--- src/rtl/dfii_csr_responder_if.sv ---
// Wishbone B4 classic bus bundle between the SoC crossbar (master) and the DFII CSR bank (slave).
interface dfii_csr_responder_if;
  localparam int unsigned WB_AW = 30;
  localparam int unsigned WB_DW = 32;
  localparam int unsigned WB_SW = WB_DW / 8;

  logic [WB_AW-1:0] wb_adr;
  logic [WB_DW-1:0] wb_dat_w;
  logic [WB_DW-1:0] wb_dat_r;
  logic [WB_SW-1:0] wb_sel;
  logic             wb_cyc;
  logic             wb_stb;
  logic             wb_we;
  logic             wb_ack;

  modport slave (
    input  wb_adr, wb_dat_w, wb_sel, wb_cyc, wb_stb, wb_we,
    output wb_dat_r, wb_ack
  );

  modport master (
    output wb_adr, wb_dat_w, wb_sel, wb_cyc, wb_stb, wb_we,
    input  wb_dat_r, wb_ack
  );
endinterface

--- src/rtl/dfii_csr_responder.sv ---
// DFI-injector CSR bank: software-driven DDR3 init commands on DFI phase 0, with read-data capture
// and a read timeout flag, behind a Wishbone classic slave port.
module dfii_csr_responder #(
  parameter logic [29:0]  BASE_ADR   = 30'h2400,
  parameter int unsigned  ADDR_WIDTH = 14,
  parameter int unsigned  BANK_WIDTH = 3,
  parameter int unsigned  DATA_WIDTH = 32,
  parameter int unsigned  RD_TIMEOUT = 64
) (
  input  logic                  clk,
  input  logic                  rst_n,
  dfii_csr_responder_if.slave   wb,
  output logic                  dfi_sel,
  output logic                  dfi_cke,
  output logic                  dfi_odt,
  output logic                  dfi_reset_n,
  output logic                  dfi_cs_n,
  output logic                  dfi_ras_n,
  output logic                  dfi_cas_n,
  output logic                  dfi_we_n,
  output logic [ADDR_WIDTH-1:0] dfi_address,
  output logic [BANK_WIDTH-1:0] dfi_bank,
  output logic                  dfi_wrdata_en,
  output logic                  dfi_rddata_en,
  output logic [DATA_WIDTH-1:0] dfi_wrdata,
  input  logic [DATA_WIDTH-1:0] dfi_rddata,
  input  logic                  dfi_rddata_valid
);

  localparam int unsigned TW = $clog2(RD_TIMEOUT + 1);

  localparam logic [1:0] S_IDLE   = 2'd0;
  localparam logic [1:0] S_ISSUE  = 2'd1;
  localparam logic [1:0] S_RDWAIT = 2'd2;

  // Phase-0 command held active-high internally so the all-zero reset value is a NOP.
  typedef struct packed {
    logic                  cs;
    logic                  ras;
    logic                  cas;
    logic                  we;
    logic                  wren;
    logic                  rden;
    logic [ADDR_WIDTH-1:0] address;
    logic [BANK_WIDTH-1:0] bank;
    logic [DATA_WIDTH-1:0] wrdata;
  } dfi_cmd_t;

  logic [1:0]            state_q,      state_d;
  logic [TW-1:0]         timer_q,      timer_d;
  logic [3:0]            ctrl_q,       ctrl_d;
  logic [5:0]            cmd_q,        cmd_d;
  logic [ADDR_WIDTH-1:0] addr_q,       addr_d;
  logic [BANK_WIDTH-1:0] bank_q,       bank_d;
  logic [DATA_WIDTH-1:0] wrdata_q,     wrdata_d;
  logic [DATA_WIDTH-1:0] rddata_q,     rddata_d;
  logic                  rd_timeout_q, rd_timeout_d;
  logic                  ack_q,        ack_d;
  logic [31:0]           dat_r_q,      dat_r_d;
  dfi_cmd_t              dfi_q,        dfi_d;

  logic       hit_c;
  logic       acc_c;
  logic       wr_c;
  logic       rd_c;
  logic       busy_c;
  logic [3:0] off_c;

  function automatic logic [31:0] merge_bytes(input logic [31:0] old_v,
                                              input logic [31:0] new_v,
                                              input logic [3:0]  sel);
    logic [31:0] r;
    r = old_v;
    for (int i = 0; i < 4; i++) begin
      if (sel[i]) r[i*8 +: 8] = new_v[i*8 +: 8];
    end
    return r;
  endfunction

  assign hit_c  = wb.wb_cyc & wb.wb_stb & (wb.wb_adr[29:4] == BASE_ADR[29:4]);
  assign acc_c  = hit_c & ~ack_q;
  assign wr_c   = acc_c & wb.wb_we;
  assign rd_c   = acc_c & ~wb.wb_we;
  assign off_c  = wb.wb_adr[3:0];
  assign busy_c = (state_q != S_IDLE);

  always_comb begin
    state_d      = state_q;
    timer_d      = timer_q;
    ctrl_d       = ctrl_q;
    cmd_d        = cmd_q;
    addr_d       = addr_q;
    bank_d       = bank_q;
    wrdata_d     = wrdata_q;
    rddata_d     = rddata_q;
    rd_timeout_d = rd_timeout_q;
    ack_d        = acc_c;
    dat_r_d      = '0;
    dfi_d        = '0;

    // Register reads; a STATUS read clears the sticky timeout flag.
    if (rd_c) begin
      unique case (off_c)
        4'd0:    dat_r_d = 32'(ctrl_q);
        4'd1:    dat_r_d = 32'(cmd_q);
        4'd3:    dat_r_d = 32'(addr_q);
        4'd4:    dat_r_d = 32'(bank_q);
        4'd5:    dat_r_d = 32'(wrdata_q);
        4'd6:    dat_r_d = 32'(rddata_q);
        4'd7:    dat_r_d = {30'd0, rd_timeout_q, busy_c};
        default: dat_r_d = '0;
      endcase
      if (off_c == 4'd7) rd_timeout_d = 1'b0;
    end

    if (wr_c) begin
      unique case (off_c)
        4'd0:    if (wb.wb_sel[0]) ctrl_d = wb.wb_dat_w[3:0];
        4'd1:    if (wb.wb_sel[0]) cmd_d  = wb.wb_dat_w[5:0];
        4'd3:    addr_d   = ADDR_WIDTH'(merge_bytes(32'(addr_q),   wb.wb_dat_w, wb.wb_sel));
        4'd4:    bank_d   = BANK_WIDTH'(merge_bytes(32'(bank_q),   wb.wb_dat_w, wb.wb_sel));
        4'd5:    wrdata_d = DATA_WIDTH'(merge_bytes(32'(wrdata_q), wb.wb_dat_w, wb.wb_sel));
        default: ;
      endcase
    end

    unique case (state_q)
      S_IDLE: begin
        if (wr_c && (off_c == 4'd2) && wb.wb_sel[0]) begin
          state_d       = S_ISSUE;
          dfi_d.cs      = cmd_q[0];
          dfi_d.we      = cmd_q[1];
          dfi_d.cas     = cmd_q[2];
          dfi_d.ras     = cmd_q[3];
          dfi_d.wren    = cmd_q[4];
          dfi_d.rden    = cmd_q[5];
          dfi_d.address = addr_q;
          dfi_d.bank    = bank_q;
          dfi_d.wrdata  = wrdata_q;
        end
      end
      S_ISSUE: begin
        timer_d = '0;
        state_d = dfi_q.rden ? S_RDWAIT : S_IDLE;
      end
      S_RDWAIT: begin
        if (dfi_rddata_valid) begin
          rddata_d = dfi_rddata;
          state_d  = S_IDLE;
        end else if (timer_q == TW'(RD_TIMEOUT - 1)) begin
          rd_timeout_d = 1'b1;
          state_d      = S_IDLE;
        end else begin
          timer_d = timer_q + TW'(1);
        end
      end
      default: state_d = S_IDLE;
    endcase
  end

  always_ff @(posedge clk or negedge rst_n) begin
    if (!rst_n) begin
      state_q      <= S_IDLE;
      timer_q      <= '0;
      ctrl_q       <= '0;
      cmd_q        <= '0;
      addr_q       <= '0;
      bank_q       <= '0;
      wrdata_q     <= '0;
      rddata_q     <= '0;
      rd_timeout_q <= 1'b0;
      ack_q        <= 1'b0;
      dat_r_q      <= '0;
      dfi_q        <= '0;
    end else begin
      state_q      <= state_d;
      timer_q      <= timer_d;
      ctrl_q       <= ctrl_d;
      cmd_q        <= cmd_d;
      addr_q       <= addr_d;
      bank_q       <= bank_d;
      wrdata_q     <= wrdata_d;
      rddata_q     <= rddata_d;
      rd_timeout_q <= rd_timeout_d;
      ack_q        <= ack_d;
      dat_r_q      <= dat_r_d;
      dfi_q        <= dfi_d;
    end
  end

  assign wb.wb_ack   = ack_q;
  assign wb.wb_dat_r = dat_r_q;

  assign dfi_sel       = ctrl_q[0];
  assign dfi_cke       = ctrl_q[1];
  assign dfi_odt       = ctrl_q[2];
  assign dfi_reset_n   = ctrl_q[3];
  assign dfi_cs_n      = ~dfi_q.cs;
  assign dfi_ras_n     = ~dfi_q.ras;
  assign dfi_cas_n     = ~dfi_q.cas;
  assign dfi_we_n      = ~dfi_q.we;
  assign dfi_address   = dfi_q.address;
  assign dfi_bank      = dfi_q.bank;
  assign dfi_wrdata_en = dfi_q.wren;
  assign dfi_rddata_en = dfi_q.rden;
  assign dfi_wrdata    = dfi_q.wrdata;

endmodule

--- src/flat_wrapper.sv ---
// flat-port wrapper written by rule: the top's interface ports become plain ports
module dfii_csr_responder_flat 
#(
  parameter logic [29:0]  BASE_ADR   = 30'h2400,
  parameter int unsigned  ADDR_WIDTH = 14,
  parameter int unsigned  BANK_WIDTH = 3,
  parameter int unsigned  DATA_WIDTH = 32,
  parameter int unsigned  RD_TIMEOUT = 64
)
  (clk, rst_n, dfi_sel, dfi_cke, dfi_odt, dfi_reset_n, dfi_cs_n, dfi_ras_n, dfi_cas_n, dfi_we_n, dfi_address, dfi_bank, dfi_wrdata_en, dfi_rddata_en, dfi_wrdata, dfi_rddata, dfi_rddata_valid, wb_wb_adr, wb_wb_dat_w, wb_wb_sel, wb_wb_cyc, wb_wb_stb, wb_wb_we, wb_wb_dat_r, wb_wb_ack);
  dfii_csr_responder_if wb_i ();
  input  logic clk;
  input  logic rst_n;
  output logic dfi_sel;
  output logic dfi_cke;
  output logic dfi_odt;
  output logic dfi_reset_n;
  output logic dfi_cs_n;
  output logic dfi_ras_n;
  output logic dfi_cas_n;
  output logic dfi_we_n;
  output logic [ADDR_WIDTH-1:0] dfi_address;
  output logic [BANK_WIDTH-1:0] dfi_bank;
  output logic dfi_wrdata_en;
  output logic dfi_rddata_en;
  output logic [DATA_WIDTH-1:0] dfi_wrdata;
  input  logic [DATA_WIDTH-1:0] dfi_rddata;
  input  logic dfi_rddata_valid;
  input wire logic [$bits(wb_i.wb_adr)-1:0] wb_wb_adr;
  input wire logic [$bits(wb_i.wb_dat_w)-1:0] wb_wb_dat_w;
  input wire logic [$bits(wb_i.wb_sel)-1:0] wb_wb_sel;
  input wire logic [$bits(wb_i.wb_cyc)-1:0] wb_wb_cyc;
  input wire logic [$bits(wb_i.wb_stb)-1:0] wb_wb_stb;
  input wire logic [$bits(wb_i.wb_we)-1:0] wb_wb_we;
  output wire logic [$bits(wb_i.wb_dat_r)-1:0] wb_wb_dat_r;
  output wire logic [$bits(wb_i.wb_ack)-1:0] wb_wb_ack;
  assign wb_i.wb_adr = wb_wb_adr;
  assign wb_i.wb_dat_w = wb_wb_dat_w;
  assign wb_i.wb_sel = wb_wb_sel;
  assign wb_i.wb_cyc = wb_wb_cyc;
  assign wb_i.wb_stb = wb_wb_stb;
  assign wb_i.wb_we = wb_wb_we;
  assign wb_wb_dat_r = wb_i.wb_dat_r;
  assign wb_wb_ack = wb_i.wb_ack;
  dfii_csr_responder #(.BASE_ADR(BASE_ADR), .ADDR_WIDTH(ADDR_WIDTH), .BANK_WIDTH(BANK_WIDTH), .DATA_WIDTH(DATA_WIDTH), .RD_TIMEOUT(RD_TIMEOUT)) u_core (.clk(clk), .rst_n(rst_n), .wb(wb_i), .dfi_sel(dfi_sel), .dfi_cke(dfi_cke), .dfi_odt(dfi_odt), .dfi_reset_n(dfi_reset_n), .dfi_cs_n(dfi_cs_n), .dfi_ras_n(dfi_ras_n), .dfi_cas_n(dfi_cas_n), .dfi_we_n(dfi_we_n), .dfi_address(dfi_address), .dfi_bank(dfi_bank), .dfi_wrdata_en(dfi_wrdata_en), .dfi_rddata_en(dfi_rddata_en), .dfi_wrdata(dfi_wrdata), .dfi_rddata(dfi_rddata), .dfi_rddata_valid(dfi_rddata_valid));
endmodule
--- config.mk ---
export PLATFORM = sky130hd
export DESIGN_NAME = dfii_csr_responder_flat
export DESIGN_NICKNAME = d
export VERILOG_FILES = /design/src/rtl/dfii_csr_responder_if.sv /design/src/rtl/dfii_csr_responder.sv /design/src/flat_wrapper.sv
export SDC_FILE = /design/constraint.sdc
export NUM_CORES = 1
export LEC_CHECK = 0
export ABC_AREA = 1
export CAP_MARGIN = 15
export CORE_ASPECT_RATIO = 0.5
export CORE_MARGIN = 2
export CORE_UTILIZATION = 45
export CTS_CLUSTER_SIZE = 30
export DETAILED_ROUTE_END_ITERATION = 8
export GPL_ROUTABILITY_DRIVEN = 0
export PLACE_DENSITY = 0.7
export SYNTH_ARGS = -nofsm -noshare
export SYNTH_HDL_FRONTEND = slang
export SYNTH_SLANG_ARGS = --single-unit
--- constraint.sdc ---
create_clock -name clk -period 1.65 [get_ports clk]
set_clock_uncertainty 0.05 [all_clocks]
set_input_delay 0.165 -clock clk [delete_from_list [all_inputs] [get_ports clk]]
set_output_delay 0.165 -clock clk [all_outputs]
set_load 0.03 [all_outputs]
==> metrics.csv <==
stage;metric;value;unit
outcome;status;finished clean;
die;io_pins;196;
cells_and_area;nNetsFinal;1158;
power_and_ir_drop;total_power;9834;uW
die;die_x;195.1;um
clock_network;cts_root_buffer;clkbuf_16;
hold_path;hold_path_class;in -> async;
cells_and_area;stdcell_count;1299;
clock_network;cts_tree;built;
cells_and_area;diodes;0;
place;placed_cell_area;0.01044;mm^2
cells_and_area;multi_input_area;0.002859;mm^2
drt;dr_total_vias;6416;
drt;wl_per_cell;16.53;um
synth;synth_top_area_share;57.54;%
cells_and_area;layout-drive-gt1-share;19.91;%
sta;hold_violations;0;
sta;slew_headroom;76.02;%
drt;dr.pass1.iters;5;
synth;ys_ff_latch;189;
sta;postLayoutSetupSlackWorst;0.03453;ns
synth;synth.area.top_cells;dfrtp_1, nand2_1, buf_4;
sta;tightestPinTransition;0.3597;ns
worst_setup_path;crit_start;u_core.wb.wb_ack;
power_and_ir_drop;comb_power_share;6.5;%
power_and_ir_drop;vdd_drop_max;0.7211;mV
synth;synth_top_cell_by_area;dfrtp_1;
cells_and_area;final_util;64.34;%
drt;wl;21.48;mm
worst_setup_path;startpoint_type;flip-flop;
synth;synth_flop_cell;dfrtp_1;
power_and_ir_drop;p_sw_share;21.43;%
die;die_h;99.57;um
drt;viasPerCell;4.939;
synth;syn_area;0.008219;mm^2
place;dp_slack;-0.2648;ns
power_and_ir_drop;p_int;7727;uW
global_routing;grt_pass1_vias;6435;
cells_and_area;syn_to_final_growth;37.86;%
sta;rsz0062_at_grt;true;
sta;maxSlewViolCount;0;
clock_network;insertion_delay;0.42;ns
clock_network;cts_buffers;17;
sta;post-route-period-util;97.91;%
global_routing;grt_max_degree;61;
power_and_ir_drop;cellLeakagePower;0.005964;uW
sta;post-route-min-period;1.615;ns
global_routing;grt_pass1_wl;33.93;mm
place;placed_cells;1261;
clock_network;clkTransAtPathRegs;0.07;ns
power_and_ir_drop;seqPwrFrac;48.6;%
cells_and_area;nFillCells;1464;
synth;synthCells;862;
worst_setup_path;endpoint_kind;flip-flop;
worst_setup_path;crit_arrival;1.92;ns
power_and_ir_drop;clockPowerShare;44.8;%
synth;synth_seq_area_share;57.54;%
sta;finalSetupViolations;0;
place;hpwl;15.24;mm
die;start_util;46.67;%
job;cap_violations;0;
worst_setup_path;critPathKind;reg -> reg;
die;row_count;34;
place;port_buffers;195;
synth;async_flop_share;100.0;%
clock_network;ctsHtreeMaxLevel;4;
clock_network;clockBufferDepth;2;
clock_network;clkSinkCount;189;
worst_setup_path;reg2reg_from;u_core.wb.wb_ack;
power_and_ir_drop;power_density;867.9;mW/mm^2
synth;synth_nets;967;
drt;ant_nets;0;
synth;yosys_warnings;0;
drt;drc;0;
synth;synth_cell_types;32;
global_routing;antenna_found_initial;0;
synth;synth.most_common_cell;nand2_1;
power_and_ir_drop;switchingPower;2107;uW
worst_setup_path;crit_required;1.96;ns
worst_setup_path;cp_max_fo;7;
global_routing;gr-usage-all-layers;22.43;%
die;die_area;0.01943;mm^2
drt;drtIter0Drc;332;
cells_and_area;layout.area.seq;0.004730;mm^2
synth;synthTopCellsByCount;nand2_1, dfrtp_1, nor2_1, buf_4, nand3_1;
die;coreArea;0.01761;mm^2
synth;syn_area_per_cell;9.535;um^2
cells_and_area;stdcell_area;0.01133;mm^2
global_routing;grt-ovfl-total;0;
synth;synth-edff-count;0;
sta;fmax;619.0;MHz
[worst max-delay path, cell delays in order, from the launching register on]
cell	delay (ns)
dfrtp_1	0.38
inv_1	0.06
nand2_1	0.06
nor2_2	0.13
nand2_2	0.09
inv_2	0.08
nand3_4	0.08
buf_4	0.16
nor2_4	0.14
buf_6	0.16
nand3_1	0.08
nand2_1	0.07
[cells by family (layout without fill, tap and decap cells)]
group | Yosys count | count (layout) | synth area share, %
and+or+nand+nor | 435 | 435 | 22.61
DFF | 189 | 189 | 57.54
buffers and inverters | 138 | 341 | 9.728
AOI/OAI and AO/OA | 66 | 66 | 5.480
muxes | 32 | 32 | 4.384
adders and majority gates | 1 | 1 | 0.1522
xor gates and xnor gates | 1 | 1 | 0.1066
[stage by stage]
step	TNS (ns)	hold WS, ns
floorplan	0	-0.1806
global placement	-26.78	0.06694
detailed placement	-30.23	0.05934
CTS	0	0.1705
global route	-2.517	0.1830
finish	0	0.1681
[power by group through the flow]
stage | registers [uW] | clock network (uW) | logic (uW)
3_5_place_dp | 4870 | 0 | 632
5_1_grt | 4790 | 4670 | 707
2_1_floorplan | 4850 | 0 | 170
4_1_cts | 4780 | 4490 | 638
3_3_place_gp | 4860 | 0 | 619
6_report | 4780 | 4410 | 644
[timing repair]
item | in CTS | in global routing
pin swaps | 0 | 3
setup endpoints to repair | 59 | 150
hold buffers | 1 | 0
cloned | 0 | 3
hold endpoints to repair | 98 | 0
setup buffers | 0 | 3
gates resized for setup | 59 | 81
[per-layer routing]
layer	share of wire (%)	vias to the layer above	GRT usage, %
met5	0	-	0
met4	1.1	0	5.989
li1	-	3068	-
met1	45	3155	30.46
met3	6.0	18	5.120
met2	48	175	36.73
[cell usage in the layout, fill, tap and decap left out, drive strengths merged]
cell / n
dfrtp: 189
o21a: 1
nand2: 253
ha: 1
clkbuf: 21
clkdlybuf4s50: 106
o211ai: 2
dlygate4sd2: 59
buf: 63
nor3: 4
xor2: 1
mux2: 32
nand3b: 3
a311oi: 1
clkinvlp: 2
a21oi: 29
dlymetal6s2s: 29
clkinv: 3
o21ai: 20
nand3: 55
bufinv: 4
nor2: 109
inv: 53
and3: 1
a22o: 13
nand4: 10
dlygate4sd3: 1
[sequential cells by signal, summed over array words and instances, names as in the netlist]
signal                cells
u_core.dfi_rddata_en      1
u_core.ctrl_q             4
u_core.rd_timeout_q       1
u_core.wb.wb_ack          1
u_core.dfi_q              4
u_core.wb.wb_dat_r       32
u_core.dfi_wrdata_en      1
u_core.rddata_q          32
u_core.dfi_bank           3
u_core.dfi_address       14
u_core.bank_q             3
u_core.addr_q            14
u_core.timer_q            7
u_core.cmd_q              6
u_core.state_q            2
u_core.dfi_wrdata        32
u_core.wrdata_q          32
[area by class of cell]
type                    instances  share of cell area, %
repair buffers                260                  23.14
flip-flops and latches        189                  41.74
multi-input cells             535                  25.23
well taps                     234                  2.584
inverters                      50                  1.678
clock buffers                  19                  3.997
clock inverters                12                  1.623
[worst paths after layout]
kind                                               to  slack (ns)  cells after the start
worst min-delay path            u_core.dfi_wrdata[29]        0.17                      2
worst min register to register      u_core.state_q[1]        0.44                      2
worst max register to register      u_core.addr_q[11]        0.03                     11
max in group asynchronous       u_core.dfi_wrdata[15]        0.74                      3
worst max-delay path                u_core.addr_q[11]        0.03                     11
min in group clk                  u_core.wrdata_q[21]        0.23                      3
No activity file was read; power rests on OpenSTA's default activity.
